$ cat config.mk
export PLATFORM = sky130hd
export DESIGN_NAME = ram_port_arbiter_flat
export DESIGN_NICKNAME = d
export VERILOG_FILES = /design/src/rtl/ram_port_arbiter_pkg.sv /design/src/rtl/ram_port_arbiter_if.sv /design/src/rtl/ram_port_arbiter_io_decode.sv /design/src/rtl/ram_port_arbiter.sv /design/src/flat_wrapper.sv
export SDC_FILE = /design/constraint.sdc
export NUM_CORES = 1
export LEC_CHECK = 0
export CORE_MARGIN = 4
export CORE_UTILIZATION = 39
export DETAILED_ROUTE_END_ITERATION = 8
export HOLD_SLACK_MARGIN = 0.15
export PLACE_DENSITY = 0.83
export SYNTH_ARGS = -nofsm -noshare
export SYNTH_HDL_FRONTEND = slang
export SYNTH_HIERARCHICAL = 1
export SYNTH_SLANG_ARGS = --single-unit
$ cat constraint.sdc
create_clock -name clk -period 1.7 [get_ports clk]
set_input_delay 0.425 -clock clk [delete_from_list [all_inputs] [get_ports clk]]
set_output_delay 0.425 -clock clk [all_outputs]
set_load 0.03 [all_outputs]
$ cat src/rtl/ram_port_arbiter_pkg.sv
// ram_port_arbiter_pkg: shared FSM states, master ids, I/O map defaults.
// Optional starvation guard macro: ARB_STARVE_GUARD_EN.
package ram_port_arbiter_pkg;

  typedef enum logic [1:0] {
    S_IDLE,
    S_ACC,
    S_RESP
  } state_e;

  localparam logic M_CPU = 1'b0;
  localparam logic M_AUX = 1'b1;

  localparam int IO_BTN_DEF = 0;
  localparam int IO_HEX_DEF = 1;

  localparam int CNT_W = 3;

endpackage

$ cat src/rtl/ram_port_arbiter_if.sv
// ram_port_arbiter_if: CPU, aux, RAM and I/O pins of the arbiter.
// slave = arbiter side, master = CPU/aux/RAM/board side.
interface ram_port_arbiter_if #(
  parameter int ADDR_W = 12,
  parameter int DATA_W = 16
);

  logic              cpu_sel;
  logic              cpu_ld;
  logic [ADDR_W-1:0] cpu_addr;
  logic [DATA_W-1:0] cpu_wdata;
  logic [DATA_W-1:0] cpu_rdata;
  logic              cpu_ready;

  logic              aux_req;
  logic              aux_ld;
  logic [ADDR_W-1:0] aux_addr;
  logic [DATA_W-1:0] aux_wdata;
  logic [DATA_W-1:0] aux_rdata;
  logic              aux_ready;

  logic              mem_sel;
  logic              mem_ld;
  logic [ADDR_W-1:0] mem_addr;
  logic [DATA_W-1:0] mem_wdata;
  logic [DATA_W-1:0] mem_rdata;

  logic [1:0]        btn;
  logic [DATA_W-1:0] hex4;

  modport slave (
    input  cpu_sel, cpu_ld, cpu_addr, cpu_wdata,
    output cpu_rdata, cpu_ready,
    input  aux_req, aux_ld, aux_addr, aux_wdata,
    output aux_rdata, aux_ready,
    output mem_sel, mem_ld, mem_addr, mem_wdata,
    input  mem_rdata,
    input  btn,
    output hex4
  );

  modport master (
    output cpu_sel, cpu_ld, cpu_addr, cpu_wdata,
    input  cpu_rdata, cpu_ready,
    output aux_req, aux_ld, aux_addr, aux_wdata,
    input  aux_rdata, aux_ready,
    input  mem_sel, mem_ld, mem_addr, mem_wdata,
    output mem_rdata,
    output btn,
    input  hex4
  );

endinterface

$ cat src/rtl/ram_port_arbiter_io_decode.sv
// io_decode: I/O address match, read-data select, hex4 display register.
// Ports: grant_addr_i/grant_io_o, addr_i, wdata_i, we_i, btn_i, mem_rdata_i, rdata_o, hex4_o.
module io_decode
  import ram_port_arbiter_pkg::*;
#(
  parameter int ADDR_W      = 12,
  parameter int DATA_W      = 16,
  parameter int IO_BTN_ADDR = IO_BTN_DEF,
  parameter int IO_HEX_ADDR = IO_HEX_DEF
) (
  input  logic              clk,
  input  logic              rst_n,
  input  logic [ADDR_W-1:0] grant_addr_i,
  output logic              grant_io_o,
  input  logic [ADDR_W-1:0] addr_i,
  input  logic [DATA_W-1:0] wdata_i,
  input  logic              we_i,
  input  logic [1:0]        btn_i,
  input  logic [DATA_W-1:0] mem_rdata_i,
  output logic [DATA_W-1:0] rdata_o,
  output logic [DATA_W-1:0] hex4_o
);

  logic              is_btn;
  logic              is_hex;
  logic [DATA_W-1:0] hex_q;

  // new grant address decides whether the RAM is selected at all
  assign grant_io_o = (grant_addr_i == ADDR_W'(IO_BTN_ADDR))
                   || (grant_addr_i == ADDR_W'(IO_HEX_ADDR));

  assign is_btn = (addr_i == ADDR_W'(IO_BTN_ADDR));
  assign is_hex = (addr_i == ADDR_W'(IO_HEX_ADDR));

  always_comb begin
    rdata_o = mem_rdata_i;
    unique case (1'b1)
      is_btn:  rdata_o = {{(DATA_W-2){1'b0}}, ~btn_i};
      is_hex:  rdata_o = hex_q;
      default: ;
    endcase
  end

  always_ff @(posedge clk or negedge rst_n) begin
    if (!rst_n) begin
      hex_q <= '0;
    end else if (we_i && is_hex) begin
      hex_q <= wdata_i;
    end
  end

  assign hex4_o = hex_q;

endmodule

$ cat src/rtl/ram_port_arbiter.sv
// ram_port_arbiter: CPU-priority arbiter for one sync RAM port plus I/O words.
// Ports: clk, res (async active-low), bus (slave); guard macro ARB_STARVE_GUARD_EN.
module ram_port_arbiter
  import ram_port_arbiter_pkg::*;
#(
  parameter int ADDR_W      = 12,
  parameter int DATA_W      = 16,
  parameter int IO_BTN_ADDR = IO_BTN_DEF,
  parameter int IO_HEX_ADDR = IO_HEX_DEF
`ifdef ARB_STARVE_GUARD_EN
  , parameter int STARVE_MAX = 4
`endif
) (
  input logic               clk,
  input logic               res,
  ram_port_arbiter_if.slave bus
);

  state_e            state_q, state_d;
  logic              id_q, id_d;
  logic              ld_q, ld_d;
  logic              sel_q, sel_d;
  logic [ADDR_W-1:0] addr_q, addr_d;
  logic [DATA_W-1:0] wdata_q, wdata_d;
  logic              cpu_rdy_q, cpu_rdy_d;
  logic              aux_rdy_q, aux_rdy_d;
  logic [DATA_W-1:0] cpu_rd_q, cpu_rd_d;
  logic [DATA_W-1:0] aux_rd_q, aux_rd_d;

  logic              arb;
  logic              aux_force;
  logic              grant_cpu;
  logic              grant_aux;
  logic              grant_io;
  logic              hex_we;
  logic [DATA_W-1:0] rd_data;
  logic              win_ld;
  logic [ADDR_W-1:0] win_addr;
  logic [DATA_W-1:0] win_wdata;

  // arbitration happens in IDLE and in RESP (back-to-back)
  assign arb = (state_q != S_ACC);

`ifdef ARB_STARVE_GUARD_EN
  logic [CNT_W-1:0] cnt_q, cnt_d;

  assign aux_force = bus.aux_req
                  && (cnt_q == CNT_W'(STARVE_MAX));

  always_comb begin
    cnt_d = cnt_q;
    if (arb) begin
      if (grant_aux || !bus.aux_req) begin
        cnt_d = '0;
      end else if (grant_cpu) begin
        cnt_d = cnt_q + 1'b1;
      end
    end
  end

  always_ff @(posedge clk or negedge res) begin
    if (!res) cnt_q <= '0;
    else      cnt_q <= cnt_d;
  end
`else
  assign aux_force = 1'b0;
`endif

  assign grant_cpu = bus.cpu_sel && !aux_force;
  assign grant_aux = bus.aux_req && !grant_cpu;

  always_comb begin
    win_ld    = bus.aux_ld;
    win_addr  = bus.aux_addr;
    win_wdata = bus.aux_wdata;
    unique case (1'b1)
      grant_cpu: begin
        win_ld    = bus.cpu_ld;
        win_addr  = bus.cpu_addr;
        win_wdata = bus.cpu_wdata;
      end
      default: ;
    endcase
  end

  io_decode #(
    .ADDR_W      (ADDR_W),
    .DATA_W      (DATA_W),
    .IO_BTN_ADDR (IO_BTN_ADDR),
    .IO_HEX_ADDR (IO_HEX_ADDR)
  ) u_io (
    .clk          (clk),
    .rst_n        (res),
    .grant_addr_i (win_addr),
    .grant_io_o   (grant_io),
    .addr_i       (addr_q),
    .wdata_i      (wdata_q),
    .we_i         (hex_we),
    .btn_i        (bus.btn),
    .mem_rdata_i  (bus.mem_rdata),
    .rdata_o      (rd_data),
    .hex4_o       (bus.hex4)
  );

  always_comb begin
    state_d   = state_q;
    id_d      = id_q;
    ld_d      = ld_q;
    addr_d    = addr_q;
    wdata_d   = wdata_q;
    sel_d     = 1'b0;
    cpu_rdy_d = 1'b0;
    aux_rdy_d = 1'b0;
    cpu_rd_d  = cpu_rd_q;
    aux_rd_d  = aux_rd_q;
    hex_we    = 1'b0;

    unique case (state_q)
      S_ACC: state_d = S_RESP;
      S_RESP: begin
        hex_we = !ld_q;
        if (id_q == M_AUX) begin
          aux_rdy_d = 1'b1;
          if (ld_q) aux_rd_d = rd_data;
        end else begin
          cpu_rdy_d = 1'b1;
          if (ld_q) cpu_rd_d = rd_data;
        end
      end
      default: ;
    endcase

    // latched controls of the finishing access are used above
    // before being overwritten by the new winner here
    if (arb) begin
      if (grant_cpu || grant_aux) begin
        state_d = S_ACC;
        id_d    = grant_aux ? M_AUX : M_CPU;
        ld_d    = win_ld;
        addr_d  = win_addr;
        wdata_d = win_wdata;
        sel_d   = !grant_io;
      end else begin
        state_d = S_IDLE;
      end
    end
  end

  always_ff @(posedge clk or negedge res) begin
    if (!res) begin
      state_q   <= S_IDLE;
      id_q      <= M_CPU;
      ld_q      <= 1'b0;
      sel_q     <= 1'b0;
      addr_q    <= '0;
      wdata_q   <= '0;
      cpu_rdy_q <= 1'b0;
      aux_rdy_q <= 1'b0;
      cpu_rd_q  <= '0;
      aux_rd_q  <= '0;
    end else begin
      state_q   <= state_d;
      id_q      <= id_d;
      ld_q      <= ld_d;
      sel_q     <= sel_d;
      addr_q    <= addr_d;
      wdata_q   <= wdata_d;
      cpu_rdy_q <= cpu_rdy_d;
      aux_rdy_q <= aux_rdy_d;
      cpu_rd_q  <= cpu_rd_d;
      aux_rd_q  <= aux_rd_d;
    end
  end

  assign bus.mem_sel   = sel_q;
  assign bus.mem_ld    = ld_q;
  assign bus.mem_addr  = addr_q;
  assign bus.mem_wdata = wdata_q;
  assign bus.cpu_ready = cpu_rdy_q;
  assign bus.aux_ready = aux_rdy_q;
  assign bus.cpu_rdata = cpu_rd_q;
  assign bus.aux_rdata = aux_rd_q;

endmodule

$ cat src/flat_wrapper.sv
// flat-port wrapper written by rule: the top's interface ports become plain ports
module ram_port_arbiter_flat import ram_port_arbiter_pkg::*;
#(
  parameter int ADDR_W      = 12,
  parameter int DATA_W      = 16,
  parameter int IO_BTN_ADDR = IO_BTN_DEF,
  parameter int IO_HEX_ADDR = IO_HEX_DEF

)
  (clk, res, bus_cpu_sel, bus_cpu_ld, bus_cpu_addr, bus_cpu_wdata, bus_cpu_rdata, bus_cpu_ready, bus_aux_req, bus_aux_ld, bus_aux_addr, bus_aux_wdata, bus_aux_rdata, bus_aux_ready, bus_mem_sel, bus_mem_ld, bus_mem_addr, bus_mem_wdata, bus_mem_rdata, bus_btn, bus_hex4);
  ram_port_arbiter_if #(.ADDR_W(ADDR_W), .DATA_W(DATA_W)) bus_i ();
  input logic clk;
  input logic res;
  input wire logic [$bits(bus_i.cpu_sel)-1:0] bus_cpu_sel;
  input wire logic [$bits(bus_i.cpu_ld)-1:0] bus_cpu_ld;
  input wire logic [$bits(bus_i.cpu_addr)-1:0] bus_cpu_addr;
  input wire logic [$bits(bus_i.cpu_wdata)-1:0] bus_cpu_wdata;
  output wire logic [$bits(bus_i.cpu_rdata)-1:0] bus_cpu_rdata;
  output wire logic [$bits(bus_i.cpu_ready)-1:0] bus_cpu_ready;
  input wire logic [$bits(bus_i.aux_req)-1:0] bus_aux_req;
  input wire logic [$bits(bus_i.aux_ld)-1:0] bus_aux_ld;
  input wire logic [$bits(bus_i.aux_addr)-1:0] bus_aux_addr;
  input wire logic [$bits(bus_i.aux_wdata)-1:0] bus_aux_wdata;
  output wire logic [$bits(bus_i.aux_rdata)-1:0] bus_aux_rdata;
  output wire logic [$bits(bus_i.aux_ready)-1:0] bus_aux_ready;
  output wire logic [$bits(bus_i.mem_sel)-1:0] bus_mem_sel;
  output wire logic [$bits(bus_i.mem_ld)-1:0] bus_mem_ld;
  output wire logic [$bits(bus_i.mem_addr)-1:0] bus_mem_addr;
  output wire logic [$bits(bus_i.mem_wdata)-1:0] bus_mem_wdata;
  input wire logic [$bits(bus_i.mem_rdata)-1:0] bus_mem_rdata;
  input wire logic [$bits(bus_i.btn)-1:0] bus_btn;
  output wire logic [$bits(bus_i.hex4)-1:0] bus_hex4;
  assign bus_i.cpu_sel = bus_cpu_sel;
  assign bus_i.cpu_ld = bus_cpu_ld;
  assign bus_i.cpu_addr = bus_cpu_addr;
  assign bus_i.cpu_wdata = bus_cpu_wdata;
  assign bus_cpu_rdata = bus_i.cpu_rdata;
  assign bus_cpu_ready = bus_i.cpu_ready;
  assign bus_i.aux_req = bus_aux_req;
  assign bus_i.aux_ld = bus_aux_ld;
  assign bus_i.aux_addr = bus_aux_addr;
  assign bus_i.aux_wdata = bus_aux_wdata;
  assign bus_aux_rdata = bus_i.aux_rdata;
  assign bus_aux_ready = bus_i.aux_ready;
  assign bus_mem_sel = bus_i.mem_sel;
  assign bus_mem_ld = bus_i.mem_ld;
  assign bus_mem_addr = bus_i.mem_addr;
  assign bus_mem_wdata = bus_i.mem_wdata;
  assign bus_i.mem_rdata = bus_mem_rdata;
  assign bus_i.btn = bus_btn;
  assign bus_hex4 = bus_i.hex4;
  ram_port_arbiter #(.ADDR_W(ADDR_W), .DATA_W(DATA_W), .IO_BTN_ADDR(IO_BTN_ADDR), .IO_HEX_ADDR(IO_HEX_ADDR)) u_core (.clk(clk), .res(res), .bus(bus_i));
endmodule
==> impl_metrics.yaml <==
power_and_ir_drop:
  powerDensity_nw_per_um2: 1490
  sw_frac_of_total: 0.410
  p_seq_frac: 0.363
  clkPwrFrac: 0.160
  finalPower_mw: 9.01
  power_switching_mw: 3.69
  p_int_mw: 5.31
  p_comb_frac: 0.477
  peakVddDrop_v: 0.000686
  p_leak_nw: 2.86
run_status:
  failed_checks: "setup timing"
  status: "finished, violations left"
drt:
  wl_per_cell_um: 17.4
  drc_errors: 0
  dr.pass1.iters: 4
  vias: 2828
  vias_per_cell: 4.79
  wirelength_mm: 10.2
  route.antenna.remaining_nets: 0
  drtIter0Drc: 64
sta:
  setup_ws_ns: -0.000716
  whs_ns: 0.503
  fin_crit_sh: 1.00
  tightest_slew_ns: 0.437
  clock.fmax_mhz: 588
  finalSetupTns_ns: -0.000817
  min_period_ns: 1.70
  fin_skew_ns: 0.0166
  max_slew_margin: 0.709
  finalHoldViolations: 0
  final-max-slew-violation-count: 0
  rsz0062_at_grt: "yes"
  setup_viol: 2
clock_tree:
  cts_root_buffer: "clkbuf_8"
  clock_path_buffers: 2
  cts.clk_slew.worst_paths_ns: 0.08
  clock-sinks: 83
  clkLatencyLatePin_ns: 0.36
  cts_max_level: 3
  cts_tree: "done"
  numCtsBuffers: 9
placement:
  portBuffers: 159
  dp_hpwl_mm: 8.04
  dp.cells: 571
  finalWeightedCongestion: 0.813
final_layout:
  n_antenna_cell: 0
  area_delta_synth_final_pct: 57.4
  num-nets-final: 536
  drive_above_1_share: 0.377
  multi_input_area_um2: 1740
  utilization: 0.643
  final.fill_count: 780
  regArea_um2: 2080
  finalNonFillerCells: 590
synthesis:
  syn_avg_cell_area_um2: 14.2
  syn-num-nets: 351
  synth_warnings: 6
  synth_seq_area_share: 0.540
  synth_seq_cells: 83
  synth_top_area_cell: "dfrtp_1"
  synthCells: 271
  synth_area_leaders: "dfrtp_1 (54%), mux2_2 (26%), mux2_1 (5.9%)"
  syn_area_um2: 3850
  ys_types: 27
  synth_top_area_frac: 0.540
global_route:
  grt_pass1_wl_mm: 16.2
  antenna_found_initial: 0
  grt.total_usage: 0.182
  grt_pass1_vias: 3108
  gr-total-overflow: 0
  grt_max_degree: 32
floorplan:
  fp.dieH_um: 107
  fp.dieW_um: 107
  ios: 160
  num_rows: 35
  dieArea_um2: 11500
  core-area_um2: 9420
  start_util: 0.409
worst_setup_path:
  crit_arrival_ns: 1.94
  setup.worst_path.class: "reg -> reg"
  start_kind: "flop"
  cp_data_required_time_ns: 1.93
  cp_max_fo: 13
  end_kind: "flop"
job:
  cap_violations: 0
hold_path:
  min_path_type: "reg -> reg"
[placed cells by master, fill, tap and decap left out, types with 2 or more instances in the layout]
cell type	instances
buf_12	8
inv_1	15
clkbuf_2	4
mux2_4	22
clkdlybuf4s50_1	77
o21ai_0	2
clkinvlp_4	4
nor2_1	2
dfrtp_1	78
mux2i_1	13
a21oi_1	2
clkdlybuf4s15_1	2
nand2_1	17
nor4_4	2
clkbuf_8	9
dfrtp_2	5
mux2_2	85
nor4_2	3
dlygate4sd2_1	73
buf_4	18
[cells in the mapped netlist (all sizes together)]
library cell / count
and3b: 1
nand4: 1
nand2b: 2
mux2i: 14
nor2b: 1
inv: 15
dfrtp: 83
nor3: 1
a21oi: 2
nor4: 5
clkbuf: 1
nand3: 1
nor3b: 1
nor2: 2
o21a: 1
buf: 11
nand2: 18
mux2: 108
o21ai: 2
and2: 1
[metal layers]
layer	track usage	vias to the layer above	wire length, um
li1	-	1325	-
met1	0.220	1392	4220
met2	0.318	99	5290
met3	0.0456	12	563
met4	0.0575	0	163
met5	0	-	0
[stage by stage]
| stage | cell area (um2) | setup WS, ns |
|---|---|---|
| global route | 6060 | -0.0950 |
| detailed placement | 5840 | -0.485 |
| CTS | 6020 | -0.0305 |
| global placement | 5840 | -0.480 |
| finish | 6060 | -0.000716 |
| floorplan | 3900 | -0.0695 |
[cell type report]
type,count,area share
inverter,15,0.00930
timing repair buffer,186,0.299
clock buffer,9,0.0205
clock inverter,7,0.0128
sequential,83,0.344
tap,129,0.0267
multi-input combinational,161,0.288
[worst max-delay path, stage by stage (launching register included)]
cell	delay, ns
dfrtp_2	0.43
nor4_4	0.36
nand3_4	0.18
buf_12	0.20
mux2i_1	0.14
mux2_2	0.27
[cell families after synthesis]
logic type,synth area share
buffers and inverters,0.0364
and+or+nand+nor,0.0641
DFF,0.540
AOI/OAI and AO/OA,0.00716
muxes,0.353
[power by group through the flow]
stage / registers (mW) / clock network [mW] / logic, mW
global route: 3.39 / 1.57 / 4.54
finish: 3.27 / 1.44 / 4.30
detailed placement: 3.33 / 0 / 4.80
CTS: 3.27 / 1.46 / 4.37
floorplan: 4.65 / 0 / 1.26
global placement: 3.30 / 0 / 4.72
[flip-flops by register name, summed over array words and instances (netlist names)]
register              count
u_core/state_q            2
u_core/bus.mem_addr      12
u_core/bus.aux_rdata     16
u_core/u_io/hex4_o       16
u_core/bus.mem_wdata     16
u_core/bus.aux_ready      1
u_core/bus.cpu_ready      1
u_core/bus.mem_sel        1
u_core/id_q               1
u_core/bus.cpu_rdata     16
u_core/bus.mem_ld         1
[path summary, 6_finish.rpt]
kind,depth (start not counted),slack (ns),startpoint,end
setup / recovery,5,-0.0007,u_core/bus.mem_addr[8]$_DFFE_PN0P_,u_core/bus.aux_rdata[10]$_DFFE_PN0P_
hold / removal,1,0.50,u_core/bus.aux_rdata[2]$_DFFE_PN0P_,u_core/bus.aux_rdata[2]$_DFFE_PN0P_
setup reg to reg,5,-0.0007,u_core/bus.mem_addr[8]$_DFFE_PN0P_,u_core/bus.aux_rdata[10]$_DFFE_PN0P_
hold reg to reg,1,0.50,u_core/bus.aux_rdata[2]$_DFFE_PN0P_,u_core/bus.aux_rdata[2]$_DFFE_PN0P_
max in group asynchronous,3,0.61,res,u_core/bus.mem_addr[6]$_DFFE_PN0P_
min in group asynchronous,2,0.56,res,u_core/bus.cpu_rdata[7]$_DFFE_PN0P_
[what timing repair did]
item,4_1_cts,5_1_grt
cloned,1,0
endpoints found under the hold margin,29,0
setup endpoints to repair,135,56
setup buffers,1,0
hold buffers,1,0
pin swaps,4,3
gates resized for setup,90,21
(Power assumes the default switching activity.)
